==> src/rtl/clock_div_bank.sv <==
// Bank of runtime-programmable integer clock dividers on one master clock.
// Divisor changes land on period boundaries; a global sync restarts all channels.
module clock_div_bank #(
    parameter int NUM_CH   = 4,
    parameter int DIV_W    = 8,
    parameter int INIT_DIV = 2,
    localparam int CH_W    = (NUM_CH > 1) ? $clog2(NUM_CH) : 1
) (
    input  logic              clk_in,
    input  logic              rst,
    input  logic              cfg_we,
    input  logic [CH_W-1:0]   cfg_ch,
    input  logic [DIV_W-1:0]  cfg_div,
    input  logic              sync,
    output logic [NUM_CH-1:0] clk_out,
    output logic [NUM_CH-1:0] tick,
    output logic [NUM_CH-1:0] pend
);

    localparam logic [CH_W:0]    NUM_CH_W = (CH_W+1)'(NUM_CH);
    localparam logic [DIV_W-1:0] ONE      = DIV_W'(1);
    localparam logic [DIV_W-1:0] TWO      = DIV_W'(2);
    localparam logic [DIV_W-1:0] INIT_V   = DIV_W'(INIT_DIV);

    logic in_range;

    // Writes addressed past the last channel are dropped.
    assign in_range = ({1'b0, cfg_ch} < NUM_CH_W);

    for (genvar i = 0; i < NUM_CH; i++) begin : g_ch
        logic [DIV_W-1:0] cnt_q, cnt_d;
        logic [DIV_W-1:0] cur_q, cur_d;
        logic [DIV_W-1:0] pnd_q, pnd_d;
        logic [DIV_W-1:0] half;
        logic             pend_q, pend_d;
        logic             clk_q, clk_d;
        logic             tick_q, tick_d;
        logic             wr, act, wrap;

        assign wr   = cfg_we && in_range && (cfg_ch == CH_W'(i));
        assign act  = (cur_q >= TWO);
        assign wrap = act && (cnt_q == cur_q - ONE);

        // Next counter/divisor; outputs derive from the next count so they stay registered.
        always_comb begin
            cnt_d  = cnt_q;
            cur_d  = cur_q;
            pnd_d  = pnd_q;
            pend_d = pend_q;
            if (sync) begin
                cnt_d  = '0;
                pend_d = 1'b0;
                if (wr) begin
                    cur_d = cfg_div;
                    pnd_d = cfg_div;
                end else if (pend_q) begin
                    cur_d = pnd_q;
                end
            end else begin
                if (wr) begin
                    pnd_d  = cfg_div;
                    pend_d = 1'b1;
                end
                if (!act || wrap) begin
                    cnt_d = '0;
                    if (pend_q) begin
                        cur_d  = pnd_q;
                        pend_d = wr;
                    end
                end else begin
                    cnt_d = cnt_q + ONE;
                end
            end
            half   = cur_d - (cur_d >> 1);
            clk_d  = !sync && (cur_d >= TWO) && (cnt_d >= half);
            tick_d = !sync && (cur_d >= TWO) && (cnt_d == half);
        end

        // Channel state register with synchronous reset.
        always_ff @(posedge clk_in) begin
            if (rst) begin
                cnt_q  <= '0;
                cur_q  <= INIT_V;
                pnd_q  <= INIT_V;
                pend_q <= 1'b0;
                clk_q  <= 1'b0;
                tick_q <= 1'b0;
            end else begin
                cnt_q  <= cnt_d;
                cur_q  <= cur_d;
                pnd_q  <= pnd_d;
                pend_q <= pend_d;
                clk_q  <= clk_d;
                tick_q <= tick_d;
            end
        end

        assign clk_out[i] = clk_q;
        assign tick[i]    = tick_q;
        assign pend[i]    = pend_q;
    end

endmodule

==> config.mk <==
export PLATFORM = sky130hd
export DESIGN_NAME = clock_div_bank
export DESIGN_NICKNAME = d
export VERILOG_FILES = /design/src/rtl/clock_div_bank.sv
export SDC_FILE = /design/constraint.sdc
export NUM_CORES = 1
export LEC_CHECK = 0
export CAP_MARGIN = 20
export CORE_MARGIN = 2
export CORE_UTILIZATION = 40
export DETAILED_ROUTE_END_ITERATION = 8
export HOLD_SLACK_MARGIN = 0.03
export PLACE_DENSITY = 0.59
export SKIP_LAST_GASP = 1
export SLEW_MARGIN = 5
export SYNTH_ARGS = -nofsm -noshare
export SYNTH_HDL_FRONTEND = slang
export SYNTH_SLANG_ARGS = --single-unit
export TNS_END_PERCENT = 100
==> constraint.sdc <==
create_clock -name clk_in -period 10.7 [get_ports clk_in]
set_input_delay 1.605 -clock clk_in [delete_from_list [all_inputs] [get_ports clk_in]]
set_output_delay 1.605 -clock clk_in [all_outputs]
set_load 0.05 [all_outputs]
## Word-level counts from Yosys, hierarchy flattened

Index checks and enable logic that the tools add are counted.
W data, S select, Z words.

| cells by class | value |
|---|---|
| add/subtract/negate cells | 12 |
| order comparisons | 12 |
| reduce and logical (&&, ||, !) cells | 31 |
| eq/ne operators | 11 |
| multiplexer cells | 36 |

Operators with widths:

| cell | count |
|---|---|
| $mux W8 | 24 |
| $eq A8 B8 Y1 | 8 |
| $ge A8 B2 Y1 const B | 8 |
| $add A8 B1 Y8 const B | 4 |
| $ge A8 B8 Y1 | 4 |
| $sub A8 B1 Y8 const B | 4 |
| $sub A8 B7 Y8 | 4 |
| $logic_and A1 B1 Y1 | 20 |
| $mux W1 | 12 |
| $logic_not A1 Y1 | 5 |
| $eq A2 B2 Y1 const B | 2 |
| $logic_or A1 B1 Y1 | 4 |
| $eq A2 B1 Y1 const B | 1 |
| $logic_not A2 Y1 | 1 |
| $reduce_or A2 Y1 | 1 |

| storage, ports and cells | value |
|---|---|
| logic and storage cells | 126 |
| flip-flop bits (word level) | 108 |

## Longest topological paths before layout

| depth | value |
|---|---|
| depth in word-level cells | 9 |
| mapped depth | 24 |

## Worst setup path before layout

Ideal clock, no wire load.

| timing path | value |
|---|---|
| path kind | input -> register |
| from | in sync |
| to | reg g_ch[2].clk_q |
| data arrival time | 5.442 ns |
| path slack | 5.138 ns |
| library setup time | 0.120 ns |
| data required time | 10.580 ns |
| stages | 19 |
| path through | clkbuf_1 -> clkbuf_1 -> clkbuf_1 -> clkbuf_1 -> buf_1 -> a211oi_1 -> a31o_2 -> ha_1 -> fa_1 -> inv_1 -> a21oi_1 -> maj3_1 -> o21bai_1 -> a21oi_1 -> xor2_1 -> ha_1 -> a21o_1 -> a211oi_1 -> nor2_1 |

| on the way | value |
|---|---|
| word-level cells in the longest chain between the ends | 4 |
| elaborated cells on any way between the ends | 8 |
| classes of those cells | add/sub (1); order compare (2); mux (2); reduce/logical (3) |

Ends and longest elaborated chain:

| item | line | text |
|---|---|---|
| from (decl) | 14 | `input logic sync,` |
| $mux W8 | 50 | `if (sync) begin` |
| $sub A8 B7 Y8 or $ge A8 B2 Y1 (tied branches) | 74, 75 |  |
| $ge A8 B8 Y1 or $logic_and A1 B1 Y1 (tied branches) | 75 | `clk_d = !sync && (cur_d >= TWO) && (cnt_d >= half);` |
| $logic_and A1 B1 Y1 (*) | 75 |  |
| to (signal assigned) | 93 | `clk_q <= clk_d;` |
| to (decl) | 36 | `logic clk_q, clk_d;` |

Every way passes the cells marked *; elsewhere a longest branch is shown, timed or not.
A chain may end at the register's enable or synchronous reset.

## Worst setup path in the final report

| timing path | value |
|---|---|
| from | in cfg_ch[0] |
| to | reg g_ch[2].clk_q |

| on the way | value |
|---|---|
| word-level cells in the longest chain between the ends | 7 |
| elaborated cells on any way between the ends | 9 |
| classes of those cells | add/sub (1); order compare (2); eq/ne (1); mux (2); reduce/logical (3) |

Ends and longest elaborated chain:

| item | line | text |
|---|---|---|
| from (decl) | 12 | `input logic [CH_W-1:0] cfg_ch,` |
| $eq A2 B2 Y1 (*) | 40 | `assign wr = cfg_we && in_range && (cfg_ch == CH_W'(i));` |
| $logic_and A1 B1 Y1 (*) | 40 |  |
| $mux W8 (*) | 53 | `if (wr) begin` |
| $mux W8 (*) | 50 |  |
| net g_ch[2].cur_d[1] | 32 | `logic [DIV_W-1:0] cur_q, cur_d;` |
| $sub A8 B7 Y8 or $ge A8 B2 Y1 (tied branches) | 74, 75 |  |
| $ge A8 B8 Y1 or $logic_and A1 B1 Y1 (tied branches) | 75 |  |
| $logic_and A1 B1 Y1 (*) | 75 |  |

The timed path passes the listed nets; every way through them passes the cells marked *.

==> run metrics <==
CTS Hold Bufs 0; Crit. End Element flip-flop; Sw Ratio 32.4%; number of flops mapped to enable cells by yosys 0; IO Pins 26; Synth Cell Area 0.00852 sq mm; internal power just over 0.0007 W; Layout fillers roughly 2100; Layout area overhead 7.09%; Tcrit/Tclk final 54.2%; total negative slack 0 ps; sw power 0.000345 W; FMAX roughly 0.17 GHz; Max VDD drop approximately 55 uV; CTS tree built; gr ovfl total 0; top cells by area, synth dfxtp_1 25%, ha_1 13%, nor2_1 5.0%; Final Worst Setup Slack between 4000 and 5000 ps; Mean Syn Cell Area about 8 sq um; DRT Wirelength 20000 um; GR peak layer met2; Hold Crit Class flip-flop to flip-flop; max_cap viols 0; antenna violations before repair 0; CTS max path bufs 2; Final min period slightly below 6000 ps; die span in y approximately 150 um; gr usage total between 15 and 20%; Core Util, Final between 40% and 50%; Num CTS Buffers 9; Worst EP required around 11000 ps; sequential share of the synthesized area between 20% and 30%; number of global-route vias before repair 6661; postcts setup bufs 0; CTS H-tree depth 3; top-count cell post-synth nor2_1; Vias/cell roughly 5.4; leading area contributor after synthesis dfxtp_1; Tot Pwr ~0.0011 W; #FFs+latches synth 108; Main synth FF type dfxtp_1; clock network fraction of total power between 30% and 40%; synthesized net count approximately 1200; DP Worst Slack 4530 ps; Worst-Margin Slew between 1000 and 1500 ps; Crit Path Category input port to flip-flop; die width ~150 um; Die ar. ~0.022 sq mm; Post-Synthesis Cells around 1100; routability cong. approximately 0.85; Routed Antenna Nets 0; port bufs 25; Global Route met2 Usage roughly 29%; Root Driver clkbuf_16; Comb power frac between 20 and 30%; via count about 7300; average wire per standard cell between 10 and 15 um; met1 global-route usage around 26%; DP HPWL approximately 15000 um; WP data arrival 6040 ps; clock slew at reported path FFs approximately 80 ps; top cell type's share of synthesized area roughly a quarter; drt drc 0; post-cts resize count 0; relative slew slack 29.4%; run status finished clean; share of power burned in registers about 41%; TritonRoute pass-1 iters 5; CP Cell Sequence clkdlybuf4s50_1 > or2_0 > o211ai_1 > o21ai_0 > nand2_1 > o21ai_0 > inv_1 > ha_1 > a21o_1 > a21oi_1 > o21ai_0 > a311oi_1 > o21bai_1 > a21oi_1 > xor2_1 > ha_1 > nand4_1 > nor2_1 > a211oi_1 > nor2_1; met3 usage 1.98%; crit-path max cell delay about 620 ps; synth warn 0; antenna cells 0; Fin Hold WS about 460 ps; sequential cell area around 0.0022 sq mm; Core Rows 53; first-pass GRT wire length between 30000 and 40000 um; area of the multi-input gates approximately 0.006 sq mm; crit-path most repeated cell o21ai_0; layout cells sized above 1 5.17%; Final setup violation count 0; Post-synth ARST share 0%; power per cell area about 120 mW/mm^2; Yosys cell types 82; max-slew violations 0; crit path launch type input port; Leak Pwr around 3.8 nW; Final Hold Viols 0; core area about 0.021 sq mm; worst skew pair latency between 300 and 400 ps; CP Max Fanout 14; Clock Sinks about 110; clock skew after layout about 6.9 ps; Initial Util just over 40%; pin count of the biggest net entering global routing 99; slowest cell on the critical path or2_0; Initial DRC Count around 450; most frequent cells after synthesis 114 x nor2_1, 108 x dfxtp_1, 99 x nand2_1; RSZ-0062 raised after global routing false; nets@finish around 1200
-- kinds of logic after synthesis --
kind of cell             share of synthesized area (%)
AND/OR/NAND/NOR                                   22.1
multiplexers                                      6.01
XOR/XNOR                                          8.33
AO/OA/AOI/OAI                                     18.5
adder cells (fa/ha/maj)                           13.6
flip-flops                                        25.4
buffers and inverters                             6.07
-- power by group through the flow --
stage / clock [W] / sequential [W] / combinational, W
floorplan: 0 / 0.000432 / 0.000234
global placement: 0 / 0.000440 / 0.000287
detailed placement: 0 / 0.000440 / 0.000291
CTS: 0.000353 / 0.000430 / 0.000292
global route: 0.000367 / 0.000433 / 0.000333
finish: 0.000344 / 0.000430 / 0.000289
-- path summary, 6_finish.rpt --
| path | from | endpoint | slack (ps) | cells past startpoint |
|---|---|---|---|---|
| worst max-delay path | cfg_ch[0] | g_ch[2].clk_q | 4900 | 20 |
| worst min-delay path | g_ch[2].pnd_q[5] | g_ch[2].pnd_q[5] | 460 | 2 |
| worst max register to register | g_ch[2].cur_q[4] | g_ch[2].clk_q | 5240 | 22 |
| worst min register to register | g_ch[2].pnd_q[5] | g_ch[2].pnd_q[5] | 460 | 2 |
-- state kept, by name, indices dropped and copies added, names as in the netlist --
register     cells
g_ch.cur_q      32
g_ch.clk_q       4
g_ch.cnt_q      32
g_ch.pnd_q      32
g_ch.pend_q      4
g_ch.tick_q      4
-- area by class of cell --
cell class	count	share of cell area (%)
Clock inverter	6	0.713
Tap cell	275	3.77
Clock buffer	9	2.47
Multi-Input combinational cell	852	64.0
Sequential cell	108	23.7
Inverter	61	2.51
Timing Repair Buffer	27	2.83
-- per-stage QoR --
stage               std cells  area [sq um]
floorplan                1083          8520
global placement         1323          8830
detailed placement       1323          8830
CTS                      1338          9120
global route             1338          9120
finish                   1338          9120
-- cell usage in the layout (no fill, tap or decap), drive strengths merged, types with 4 or more instances in the layout --
cell type	Yosys	layout
a211oi	12	12
o31ai	5	5
mux2i	41	41
nand2	99	99
o211ai	13	13
a21oi	76	76
o21ai	52	52
nand2b	13	13
xor2	40	40
mux2	9	9
nand3	32	32
o21a	4	4
ha	87	87
o21bai	5	5
a41oi	4	4
or2	12	12
clkbuf	43	9
nor2	114	114
xnor2	41	41
dfxtp	108	108
and2	6	6
a2111oi	4	4
nor3b	4	4
a31oi	5	5
inv	61	62
buf	19	4
a211o	5	5
nor2b	8	8
nand4	11	11
nor4	8	8
or4	4	4
nor3	51	51
and3	17	17
clkdlybuf4s50	0	23
a21o	21	21
-- routing by layer --
metal	part of all wire (%)	wire length [um]	up-vias
li1	-	-	3744
met1	50	10100	3376
met2	45	8890	112
met3	2.9	581	24
met4	2.1	427	0
met5	0	0	-
-- critical path, delay by kind of cell --
| family | cells | cell delay, ps |
|---|---|---|
| AO/OA/AOI/OAI | 10 | 2010 |
| XOR/XNOR | 1 | 190 |
| adder cells (fa/ha/maj) | 2 | 560 |
| buffers and inverters | 2 | 740 |
| AND/OR/NAND/NOR | 5 | 930 |
Note: power is estimated with default switching activity, not from simulation.
==> patch (same flow settings) <==
Change the parameter `NUM_CH` from 4 to 8.
--- a/src/rtl/clock_div_bank.sv
+++ b/src/rtl/clock_div_bank.sv
@@ -1,7 +1,7 @@
 // Bank of runtime-programmable integer clock dividers on one master clock.
 // Divisor changes land on period boundaries; a global sync restarts all channels.
 module clock_div_bank #(
-    parameter int NUM_CH   = 4,
+    parameter int NUM_CH   = 8,
     parameter int DIV_W    = 8,
     parameter int INIT_DIV = 2,
     localparam int CH_W    = (NUM_CH > 1) ? $clog2(NUM_CH) : 1
Interface: changed (resized cfg_ch, clk_out, pend and tick); port bits go from 26 to 39. The function was not compared with the original's and may differ.
==> patch against the unedited design <==
Count of clock-buffer cells in the layout up 32; clock power rose to 2.8 times the old value; cell count grew 95%; sequential cell count increased by 108; wire length grew 110%; power is 120% higher; worst setup slack got worse by 0.12 ns; worst hold slack got worse by 0.0061 ns; area after synthesis rose by 95%; cell area rose by 99%; global-route usage is 0.88 points higher; critical path depth fell by 2; synthesized cell count grew 94%; critical path type unchanged; critical endpoint is now g_ch[7].clk_q$_SDFF_PP0_; largest power group is now the clock network; highest routed layer is now met5.
==> patch: results (changes against the unedited design) <==
| Metric | Value |
|---|---|
| Outcome | finished clean (unchanged) |
| Clock Network Area Fraction | 5.24% (was 3.18%) |
| Global-route wire length before repair | 69.5 mm (was 33.2 mm) |
| Fraction of the mapped netlist area in adder cells | 14.2% (was 13.6%) |
| Global routing met1 resource utilization | 25.4% (was 25.5%) |
| Post-synthesis sequential area ratio | 26.1% (was 25.4%) |
| Clock-pin slew on the worst setup and hold paths | 0.06 ns (was 0.08 ns) |
| Max Root-Sink Buffers | 3 (was 2) |
| Top layer used by detailed routing | met5 (was met4) |
| Sequential Power Share | 36.1% (was 40.5%) |
| Wire length reported by the detailed router | 41.9 mm (was 20.0 mm) |
| Most common library cells after synthesis | sky130_fd_sc_hd__nor2_1, sky130_fd_sc_hd__dfxtp_1, sky130_fd_sc_hd__nand2_1, sky130_fd_sc_hd__ha_1, sky130_fd_sc_hd__a21oi_1 (unchanged) |
| Share of the synthesized area in compound gates (AO/OA/AOI/OAI) | 16.9% (was 18.5%) |
| Clock buffer count in the final layout | 41 (was 9) |
| Finished Cell Area | 18100 um2 (was 9120 um2) |
| Initial antenna violation count | 1 (was 0) |
| Main area contributors after synthesis | sky130_fd_sc_hd__dfxtp_1, sky130_fd_sc_hd__ha_1, sky130_fd_sc_hd__mux2i_1 (was sky130_fd_sc_hd__dfxtp_1, sky130_fd_sc_hd__ha_1, sky130_fd_sc_hd__nor2_1) |
| Worst-skew pair later-pin latency | 0.56 ns (was 0.36 ns) |
| Count of routing violations after the opening detailed-route iteration | 689 (was 449) |
| CP max-delay cell | sky130_fd_sc_hd__clkdlybuf4s50_1 (was sky130_fd_sc_hd__or2_0) |
| Net switching share of the total power | 30.4% (was 32.4%) |
| Post-detailed-placement half-perimeter wirelength | 30.1 mm (was 14.7 mm) |
| Multi-input gates | 1643 (was 852) |
| Number of clock buffers inserted by TritonCTS | 28 (was 9) |
| Final non-filler cell total | 2613 (was 1338) |
| GR met2 Demand/Resource | 32.8% (was 29.2%) |
| Crit path max fanout | 15 (was 14) |
| Overall fraction of global-route tracks in use | 19.2% (was 18.3%) |
| Proportion of synthesized area in mux cells | 6.57% (was 6.01%) |
| Count of filler cells inserted in the layout | 4075 (was 2117) |
| Met3 track utilization from global routing | 2.15% (was 1.98%) |
| Pin count of the biggest net entering global routing | 103 (was 99) |
| Cell class contributing the biggest share of worst-path delay | simple AND/OR/NAND/NOR gates (was compound AO/OA/AOI/OAI gates) |
| H-Tree Level Count | 1 (was 3) |
| Slew at the pin closest to its max-slew limit | 1.01 ns (was 1.06 ns) |
| Inverter count of the layout excluding clock inverters | 121 (was 61) |
| Count of plain and timing-repair buffers in the layout | 50 (was 27) |
| LEAKAGE | 0.00754 uW (was 0.00377 uW) |
| IR drop worst, VDD | 0.112 mV (was 0.0546 mV) |
| Area share of xor/xnor cells in the synthesized design | 9.02% (was 8.33%) |
| Seq area share | 23.9% (was 23.7%) |
| Number of cells in the design after placement | 2562 (was 1323) |
patch: cell types whose count changed after synthesis, sizes merged, moves of 45 or more:
cell,before,now
xor2,40,90
inv,61,120
nor2,114,230
dfxtp,108,216
a21oi,76,138
ha,87,174
nand2,99,193
mux2i,41,101
o21ai,52,97
patch: worst paths after layout:
| check | start | endpoint | slack (ns) | cells after the start |
|---|---|---|---|---|
| worst min-delay path | g_ch[4].pnd_q[5]$_SDFFE_PP0P_ | g_ch[4].pnd_q[5]$_SDFFE_PP0P_ | 0.45 | 2 |
| worst max register to register | g_ch[5].cur_q[0]$_SDFF_PP0_ | g_ch[5].clk_q$_SDFF_PP0_ | 5.22 | 23 |
| worst min register to register | g_ch[4].pnd_q[5]$_SDFFE_PP0P_ | g_ch[4].pnd_q[5]$_SDFFE_PP0P_ | 0.45 | 2 |
| worst max-delay path | cfg_ch[1] | g_ch[7].clk_q$_SDFF_PP0_ | 4.78 | 18 |
